`config.mk`:
```
export PLATFORM = sky130hd
export DESIGN_NAME = instr_fetch_ctrl
export DESIGN_NICKNAME = d
export VERILOG_FILES = /design/src/rtl/mips_fetch_pkg.sv /design/src/rtl/fetch_out_reg.sv /design/src/rtl/instr_fetch_ctrl.sv
export SDC_FILE = /design/constraint.sdc
export NUM_CORES = 1
export LEC_CHECK = 0
export BUFFER_PORTS_ARGS = -buffer_cell sky130_fd_sc_hd__clkbuf_2
export CORE_MARGIN = 2
export CORE_UTILIZATION = 54
export DETAILED_ROUTE_END_ITERATION = 8
export GPL_ROUTABILITY_DRIVEN = 0
export PLACE_DENSITY = 0.82
export SYNTH_ARGS = -nofsm -noshare
export SYNTH_HDL_FRONTEND = slang
export SYNTH_SLANG_ARGS = --single-unit
```
`constraint.sdc`:
```
create_clock -name clk -period 2.4 [get_ports clk]
set_input_delay 0.24 -clock clk [delete_from_list [all_inputs] [get_ports clk]]
set_output_delay 0.24 -clock clk [all_outputs]
set_load 0.005 [all_outputs]
```
`src/rtl/mips_fetch_pkg.sv`:
```
// Shared types and width defaults for the MIPS instruction fetch path.
// instr_mem uses the same width defaults so the address and data buses line up.
package mips_fetch_pkg;

  localparam int FETCH_ADDR_SIZE   = 15;
  localparam int FETCH_INSTR_WIDTH = 32;
  localparam int FETCH_COUNT_WIDTH = 32;

  typedef enum logic [1:0] {
    FETCH_IDLE,
    FETCH_RUN,
    FETCH_HALT
  } fetch_state_t;

endpackage : mips_fetch_pkg

```
`src/rtl/fetch_out_reg.sv`:
```
// Valid/ready output register between fetch and decode.
// Flush beats load; with neither, the stage holds, or empties once its word is accepted.
module fetch_out_reg
  import mips_fetch_pkg::*;
#(
  parameter int ADDR_SIZE   = FETCH_ADDR_SIZE,
  parameter int INSTR_WIDTH = FETCH_INSTR_WIDTH
) (
  input  logic                   clk,
  input  logic                   rst_n,
  input  logic                   i_load,
  input  logic                   i_flush,
  input  logic                   i_ready,
  input  logic [INSTR_WIDTH-1:0] i_instr,
  input  logic [ADDR_SIZE-1:0]   i_pc,
  output logic                   o_valid,
  output logic [INSTR_WIDTH-1:0] o_instr,
  output logic [ADDR_SIZE-1:0]   o_pc,
  output logic                   o_fire
);

  logic                   r_valid;
  logic [INSTR_WIDTH-1:0] r_instr;
  logic [ADDR_SIZE-1:0]   r_pc;

  // NOTE: every register here is reset, data included, because decode may sample
  // out_instr/out_pc straight out of reset; sequential state always uses <=.
  always_ff @(posedge clk or negedge rst_n) begin
    if (!rst_n) begin
      r_valid <= 1'b0;
      r_instr <= '0;
      r_pc    <= '0;
    end else if (i_flush) begin
      r_valid <= 1'b0;
    end else if (i_load) begin
      r_valid <= 1'b1;
      r_instr <= i_instr;
      r_pc    <= i_pc;
    end else if (r_valid && i_ready) begin
      r_valid <= 1'b0;
    end
  end

  assign o_valid = r_valid;
  assign o_instr = r_instr;
  assign o_pc    = r_pc;
  assign o_fire  = r_valid && i_ready;

endmodule : fetch_out_reg

```
`src/rtl/instr_fetch_ctrl.sv`:
```
// Instruction fetch controller: owns the PC and the start/halt FSM and counts
// accepted handshakes. Fetched words go to decode through fetch_out_reg.
module instr_fetch_ctrl
  import mips_fetch_pkg::*;
#(
  parameter int                   ADDR_SIZE   = FETCH_ADDR_SIZE,
  parameter int                   INSTR_WIDTH = FETCH_INSTR_WIDTH,
  parameter logic [ADDR_SIZE-1:0] RESET_PC    = '0
) (
  input  logic                         clk,
  input  logic                         rst_n,
  input  logic                         start,
  input  logic                         halt,
  input  logic                         redirect_valid,
  input  logic [ADDR_SIZE-1:0]         redirect_addr,
  output logic [ADDR_SIZE-1:0]         imem_addr,
  input  logic [INSTR_WIDTH-1:0]       imem_instr,
  output logic                         out_valid,
  input  logic                         out_ready,
  output logic [INSTR_WIDTH-1:0]       out_instr,
  output logic [ADDR_SIZE-1:0]         out_pc,
  output logic                         running,
  output logic [FETCH_COUNT_WIDTH-1:0] fetch_count
);

  localparam logic [ADDR_SIZE-1:0]         PC_ONE    = {{(ADDR_SIZE-1){1'b0}}, 1'b1};
  localparam logic [FETCH_COUNT_WIDTH-1:0] COUNT_ONE = {{(FETCH_COUNT_WIDTH-1){1'b0}}, 1'b1};

  fetch_state_t                   r_state;
  fetch_state_t                   w_next_state;
  logic [ADDR_SIZE-1:0]           r_pc;
  logic                           r_running;
  logic [FETCH_COUNT_WIDTH-1:0]   r_fetch_count;
  logic                           w_out_valid;
  logic                           w_advance;
  logic                           w_load;
  logic                           w_fire;

  // NOTE: next_state gets a default before the case so no path leaves it
  // unassigned, which would otherwise infer a latch.
  always_comb begin
    w_next_state = r_state;
    unique case (r_state)
      FETCH_IDLE, FETCH_HALT: if (start && !halt) w_next_state = FETCH_RUN;
      FETCH_RUN:              if (halt)           w_next_state = FETCH_HALT;
      default:                w_next_state = FETCH_IDLE;
    endcase
  end

  always_ff @(posedge clk or negedge rst_n) begin
    if (!rst_n) begin
      r_state   <= FETCH_IDLE;
      r_running <= 1'b0;
    end else begin
      r_state   <= w_next_state;
      r_running <= (w_next_state == FETCH_RUN);
    end
  end

  // A redirect outranks a normal fetch and empties the output stage.
  assign w_advance = !w_out_valid || out_ready;
  assign w_load    = (r_state == FETCH_RUN) && w_advance && !redirect_valid;

  always_ff @(posedge clk or negedge rst_n) begin
    if (!rst_n) begin
      r_pc <= RESET_PC;
    end else if (redirect_valid) begin
      r_pc <= redirect_addr;
    end else if (w_load) begin
      r_pc <= r_pc + PC_ONE;
    end
  end

  // A handshake on the flush edge still counts: decode took the word.
  always_ff @(posedge clk or negedge rst_n) begin
    if (!rst_n) begin
      r_fetch_count <= '0;
    end else if (w_fire) begin
      r_fetch_count <= r_fetch_count + COUNT_ONE;
    end
  end

  fetch_out_reg #(
    .ADDR_SIZE   (ADDR_SIZE),
    .INSTR_WIDTH (INSTR_WIDTH)
  ) u_out_reg (
    .clk     (clk),
    .rst_n   (rst_n),
    .i_load  (w_load),
    .i_flush (redirect_valid),
    .i_ready (out_ready),
    .i_instr (imem_instr),
    .i_pc    (r_pc),
    .o_valid (w_out_valid),
    .o_instr (out_instr),
    .o_pc    (out_pc),
    .o_fire  (w_fire)
  );

  assign imem_addr   = r_pc;
  assign out_valid   = w_out_valid;
  assign running     = r_running;
  assign fetch_count = r_fetch_count;

endmodule : instr_fetch_ctrl

```
Word-level counts from Yosys, hierarchy flattened --
Index checks and enable logic that the tools add are counted.
Word-level totals: register bits after elaboration 98, input port bits 53, word-level logic and storage cells 34
Cells by class: $add $sub $neg 2, eq/ne operators 3, mux-type cells 8, bitwise gates (word level) 1, reduce and logical (&&, ||, !) cells 13
Operators with widths (count):
- 32-bit by 1-bit adder with 32-bit output, second input constant | 1
- 15-bit 2-to-1 mux | 2
- 15-bit by 1-bit adder with 15-bit output, second input constant | 1
- 2-bit by 1-bit == test with 1-bit output, second input constant | 2
- 1-bit logical AND | 4
- 2-bit 2-to-1 mux | 2
- 2-bit case mux with 2 select lines | 1
- 1-bit logical NOT | 3
- 1-bit 2-to-1 mux | 3
- 3-bit nonzero test | 1
- 2-bit == test, second input constant | 1
- 2-bit logical NOT | 1
- 2-bit AND reduction | 1
- 2-bit nonzero test | 1
- 2-bit OR reduction | 1
- 1-bit logical OR | 1
- 1-bit inverter | 1

Longest topological paths before layout --
word-level depth 6, depth in mapped cells 6, gate-level depth less buffers 5

By module --
From an unflattened synthesis, not the netlist that was laid out.
Second synthesis, totals: cells, all modules 334, area total of the unflattened synthesis 4391.7 sq um
By module, submodules not included:
- instr_fetch_ctrl | times used 1, cells each 229, area each 2434.8 sq um, sequential area each 1251.2 sq um
- fetch_out_reg | times used 1, cells each 105, area each 1956.9 sq um, sequential area each 1201.2 sq um

Worst setup path after synthesis --
OpenSTA, ideal clock, no wires.
path kind reg-to-reg, start register r_state[1], end register u_out_reg.r_instr[12] (netlist: u_out_reg.o_instr[12]), setup time 0.125 ns, arrival 1.448 ns, path slack 0.827 ns, stages on the path, launching flop included 7, period minus slack after synthesis 1.573 ns, cell sequence dfrtp_1 > nand2b_1 > buf_6 > nor3_2 > buf_6 > buf_6 > mux2_2
On the way: longest elaborated chain between the ends 4
Ends and longest elaborated chain:
- from (decl) | RTL line instr_fetch_ctrl.sv:29 | fetch_state_t r_state;
- from (signal assigned) | RTL line instr_fetch_ctrl.sv:55 | r_state <= w_next_state;
- 2-bit by 1-bit == test with 1-bit output | RTL line instr_fetch_ctrl.sv:62 | assign w_load = (r_state == FETCH_RUN) && w_advance && !redirect_valid;
- 1-bit logical AND (2 in a row) | RTL line instr_fetch_ctrl.sv:62
- 2-bit AND reduction (no source line)
- to (signal assigned) | RTL line fetch_out_reg.sv:37 | r_instr <= i_instr;
- to (decl) | RTL line fetch_out_reg.sv:23 | logic [INSTR_WIDTH-1:0] r_instr;
No other way between the ends. A chain may end at the register's enable or synchronous reset.

Final worst setup path --
start register r_pc[0] (netlist: imem_addr[0]), end register r_pc[12] (netlist: imem_addr[12])
On the way: longest elaborated chain between the ends 3
Ends and longest elaborated chain:
- from (decl) | RTL line instr_fetch_ctrl.sv:31 | logic [ADDR_SIZE-1:0] r_pc;
- from (signal assigned) | RTL line instr_fetch_ctrl.sv:68 | r_pc <= redirect_addr;
- from (signal assigned) | RTL line instr_fetch_ctrl.sv:70 | r_pc <= r_pc + PC_ONE;
- 15-bit by 1-bit adder with 15-bit output | RTL line instr_fetch_ctrl.sv:70
- 15-bit 2-to-1 mux | RTL line instr_fetch_ctrl.sv:69 | end else if (w_load) begin
- 15-bit 2-to-1 mux | RTL line instr_fetch_ctrl.sv:67 | end else if (redirect_valid) begin
No other way between the ends. The select of a mux whose other input is x is not followed.

==> impl_results.md <==
* Syn_area_per_cell at 12.38 µm²
* Hold Path Origin: halt
* Cell Chain, Critical Path: ha_1 -> nand3_1 -> nor4b_4 -> a311o_2 -> nand3_1
* Setup WS pre-CTS at 0.6158 ns
* Hold Path Class: in -> reg
* DP HPWL at 6.593 mm
* PortBufs at ~150
* Final Hold Vio Count at 0
* Starting Density at 0.5557
* Vias at around 3200
* Core Box Area at 7687 µm²
* R2R depth at 5
* Comb power frac at 0.233
* Sw frac at 0.2875
* Root Driver: clkbuf_8
* Ant diodes at 0
* Syn Nets at 400
* Slew Limit Headroom at 0.5469
* Net Sw Power at 0.001198 W
* DR WL met2 at 4.307 mm
* Vias in the first global route at slightly above 3000
* Final Max Slew Viols at 0
* Clock power frac at 0.223
* Setup ws final at 0.6010 ns
* H-tree depth at 3
* Worst-Skew Late Latency at about 0.36 ns
* DRT Wirelength at 8.780 mm
* CTS buffer count at 9
* Die ar. at 8638 µm²
* Clock Skew at 0.01267 ns
* RSZ-0062 raised after global routing: no
* CP Capture Type: flip-flop
* Critical Path AT at 2.04 ns
* Count leader, synth: dfrtp_1
* Mapped cell area at between 4000 and 5000 µm²
* Via density at 5.309
* Outcome: finished clean
* Flop2flop setup slack at 0.60 ns
* Final instance area at approximately 5300 µm²
* R2R Path Start: imem_addr[0]$_DFFE_PN0P_
* Congestion Overflow GR at 0
* Reg clk slew, reported paths at 0.10 ns
* Sequential cell fraction of total power at 0.544
* CTS tree: built
* Critical path type: reg -> reg
* Area Overhead vs Synth at 23.73%
* Top cell type by total area after synthesis: dfrtp_1
* Met3 wire len at 674 µm
* Maximum number of pins on one net before global-route repair at between 50 and 60
* WL/cell at 14.51 µm
* Antenna-violating nets left at 0
* Synth Flop Type: dfrtp_1
* Top cells by count, synth: 98 x dfrtp_1, 48 x mux2_2, 34 x xnor2_1, 24 x nand3_1, 23 x nand2_1
* Internal at 0.002968 W
* Wire length on met1 at ~3.7 mm
* Ports at around 150
* Reg-to-Reg End: imem_addr[12]$_DFFE_PN0P_
* Pwr per Cell Area at 788.3 nW/µm²
* Min-Delay Endpoint: running$_DFF_PN0_
* Number of synthesized flops with an enable pin at 0
* Synth top area share at 0.5741
* CTS max path bufs at 2
* Final setup fails at 0
* # rows at 32
* Final worst path period share at 0.7496
* Top Layer Used: met4
* Sequential share of the synthesized area at 0.5741
* Share of layout cells above drive strength 1 at 0.4553
* Most frequent CP cell: nand3_1
* Setup TNS at 0 ns
* Maxcap violations at 0
* Yosys Warn Count at 0
* Top post-synthesis cells by area: dfrtp_1 57%, mux2_2 13%, xnor2_1 7.0%
* CP max-delay cell: nor4b_4
* Clock sinks at 98
* Actual slew at the worst max-slew pin at slightly below 0.7 ns
* Flops & latches, synth at 98
* Post-synth ARST share at 1.000
* DRC viols at 0
* Pre-Repair DR Iteration Count at 5
* Worst hold path depth at 2
* Achievable Freq at around 0.56 GHz
* Die Wd at between 90 and 100 µm
* Die span in y at 92.94 µm
* Slowest cell delay on critical path at approximately 0.51 ns
* Global Route Usage Sum at 0.2137
* Global-route wire length before repair at 14.57 mm
* Initial DRC Count at 140
* Worst vdd ir at 0.0004745 V
* Tmin final at 1.799 ns
* Startpoint types: flip-flop
* Data required time of the critical path at 2.64 ns
* Yosys cell types at 36
* Crit Path Max Fanout at 7
* Initial antenna violation count at 0
* FILL cells at 620
* Synthesized instance count at roughly 350
* Layout Nets at 553
* Placed inst area at 5106 µm²
* Leak at 2.529 nW
## per-stage QoR
step | util | std cells | hold slack [ns] | total power (W)
2_1_floorplan | - | 345 | -0.05559 | 0.002728
3_3_place_gp | 0.6642 | 588 | 0.2887 | 0.003229
3_5_place_dp | 0.6642 | 588 | 0.2988 | 0.003289
4_1_cts | 0.6875 | 605 | 0.06430 | 0.004222
5_1_grt | 0.6875 | 605 | 0.07159 | 0.004423
6_report | 0.6875 | 605 | 0.07256 | 0.004166
## timing repair
action / CTS / global route
gates resized for setup: 0 / 0
hold endpoints to repair: 47 / 0
endpoints found under the setup margin: 0 / 0
hold buffers: 1 / 0
buffers inserted: 0 / 0
## critical path, delay by kind of cell (launching register included)
kind / cells / cell delay (ns)
AO/OA/AOI/OAI: 1 / 0.24
adder cells (fa/ha/maj): 1 / 0.21
flip-flops: 1 / 0.47
AND/OR/NAND/NOR: 3 / 0.75
## kinds of logic after synthesis
| kind of cell | synth area share |
|---|---|
| and+or+nand+nor | 0.1468 |
| buffers and inverters | 0.03222 |
| adders and majority gates | 0.005857 |
| muxes | 0.1289 |
| AOI/OAI and AO/OA | 0.03222 |
| xor gates and xnor gates | 0.07997 |
| DFF | 0.5741 |
## state kept, by name, summed over array words and instances (netlist names)
signal and flops:
fetch_count 32, imem_addr 15, r_state 2, running 1
u_out_reg.o_instr 32, u_out_reg.o_pc 15, u_out_reg.o_valid 1
## cell type report
| type | count | area, µm² | share of cell area |
|---|---|---|---|
| Tap cell | 102 | 127.6 | 0.02415 |
| Clock inverter | 6 | 41.29 | 0.007812 |
| Sequential cell | 98 | 2452 | 0.4640 |
| Clock buffer | 10 | 127.6 | 0.02415 |
| Timing Repair Buffer | 155 | 810.8 | 0.1534 |
| Multi-Input combinational cell | 224 | 1688 | 0.3194 |
| Inverter | 10 | 37.54 | 0.007102 |
## worst max path at each step
stage / slack (ns) / cells past startpoint / end / start
2_1_floorplan: 0.83 / 6 / u_out_reg.o_instr[12]$_DFFE_PN0P_ / r_state[1]$_DFF_PN0_
5_1_grt: 0.43 / 5 / imem_addr[14]$_DFFE_PN0P_ / imem_addr[0]$_DFFE_PN0P_
3_5_place_dp: 0.62 / 4 / u_out_reg.o_instr[2]$_DFFE_PN0P_ / u_out_reg.o_valid$_DFFE_PN0P_
3_3_place_gp: 0.67 / 4 / u_out_reg.o_instr[14]$_DFFE_PN0P_ / u_out_reg.o_valid$_DFFE_PN0P_
4_1_cts: 0.61 / 4 / u_out_reg.o_instr[18]$_DFFE_PN0P_ / u_out_reg.o_valid$_DFFE_PN0P_
6_report: 0.60 / 5 / imem_addr[12]$_DFFE_PN0P_ / imem_addr[0]$_DFFE_PN0P_
## power by group through the flow
| stage | combinational (W) | sequential [W] | clock [W] |
|---|---|---|---|
| 6_report | 0.000971 | 0.00226 | 0.000930 |
| 5_1_grt | 0.00107 | 0.00232 | 0.00103 |
| 4_1_cts | 0.000995 | 0.00227 | 0.000957 |
| 3_5_place_dp | 0.000986 | 0.00230 | 0 |
| 3_3_place_gp | 0.000953 | 0.00228 | 0 |
| 2_1_floorplan | 0.000434 | 0.00229 | 0 |
## metal layers
layer | track usage | up-vias
li1 | - | 1524
met1 | 0.2859 | 1552
met2 | 0.3388 | 124
met3 | 0.05533 | 12
met4 | 0.07721 | 0
met5 | 0 | -
## cells in the final DEF, fill, tap and decap left out, drive strengths merged, types with 5 or more instances in the layout
cell type  netlist  routed
inv             10      11
xor2             5       5
nand3           24      24
nor3             7       7
o21ai           14      14
clkbuf           3     157
nand2           23      23
nor2            13      13
buf             10       7
mux2            48      48
dfrtp           98      98
nand4           20      20
and3             8       8
xnor2           34      34
No activity file was read; power rests on OpenSTA's default activity.
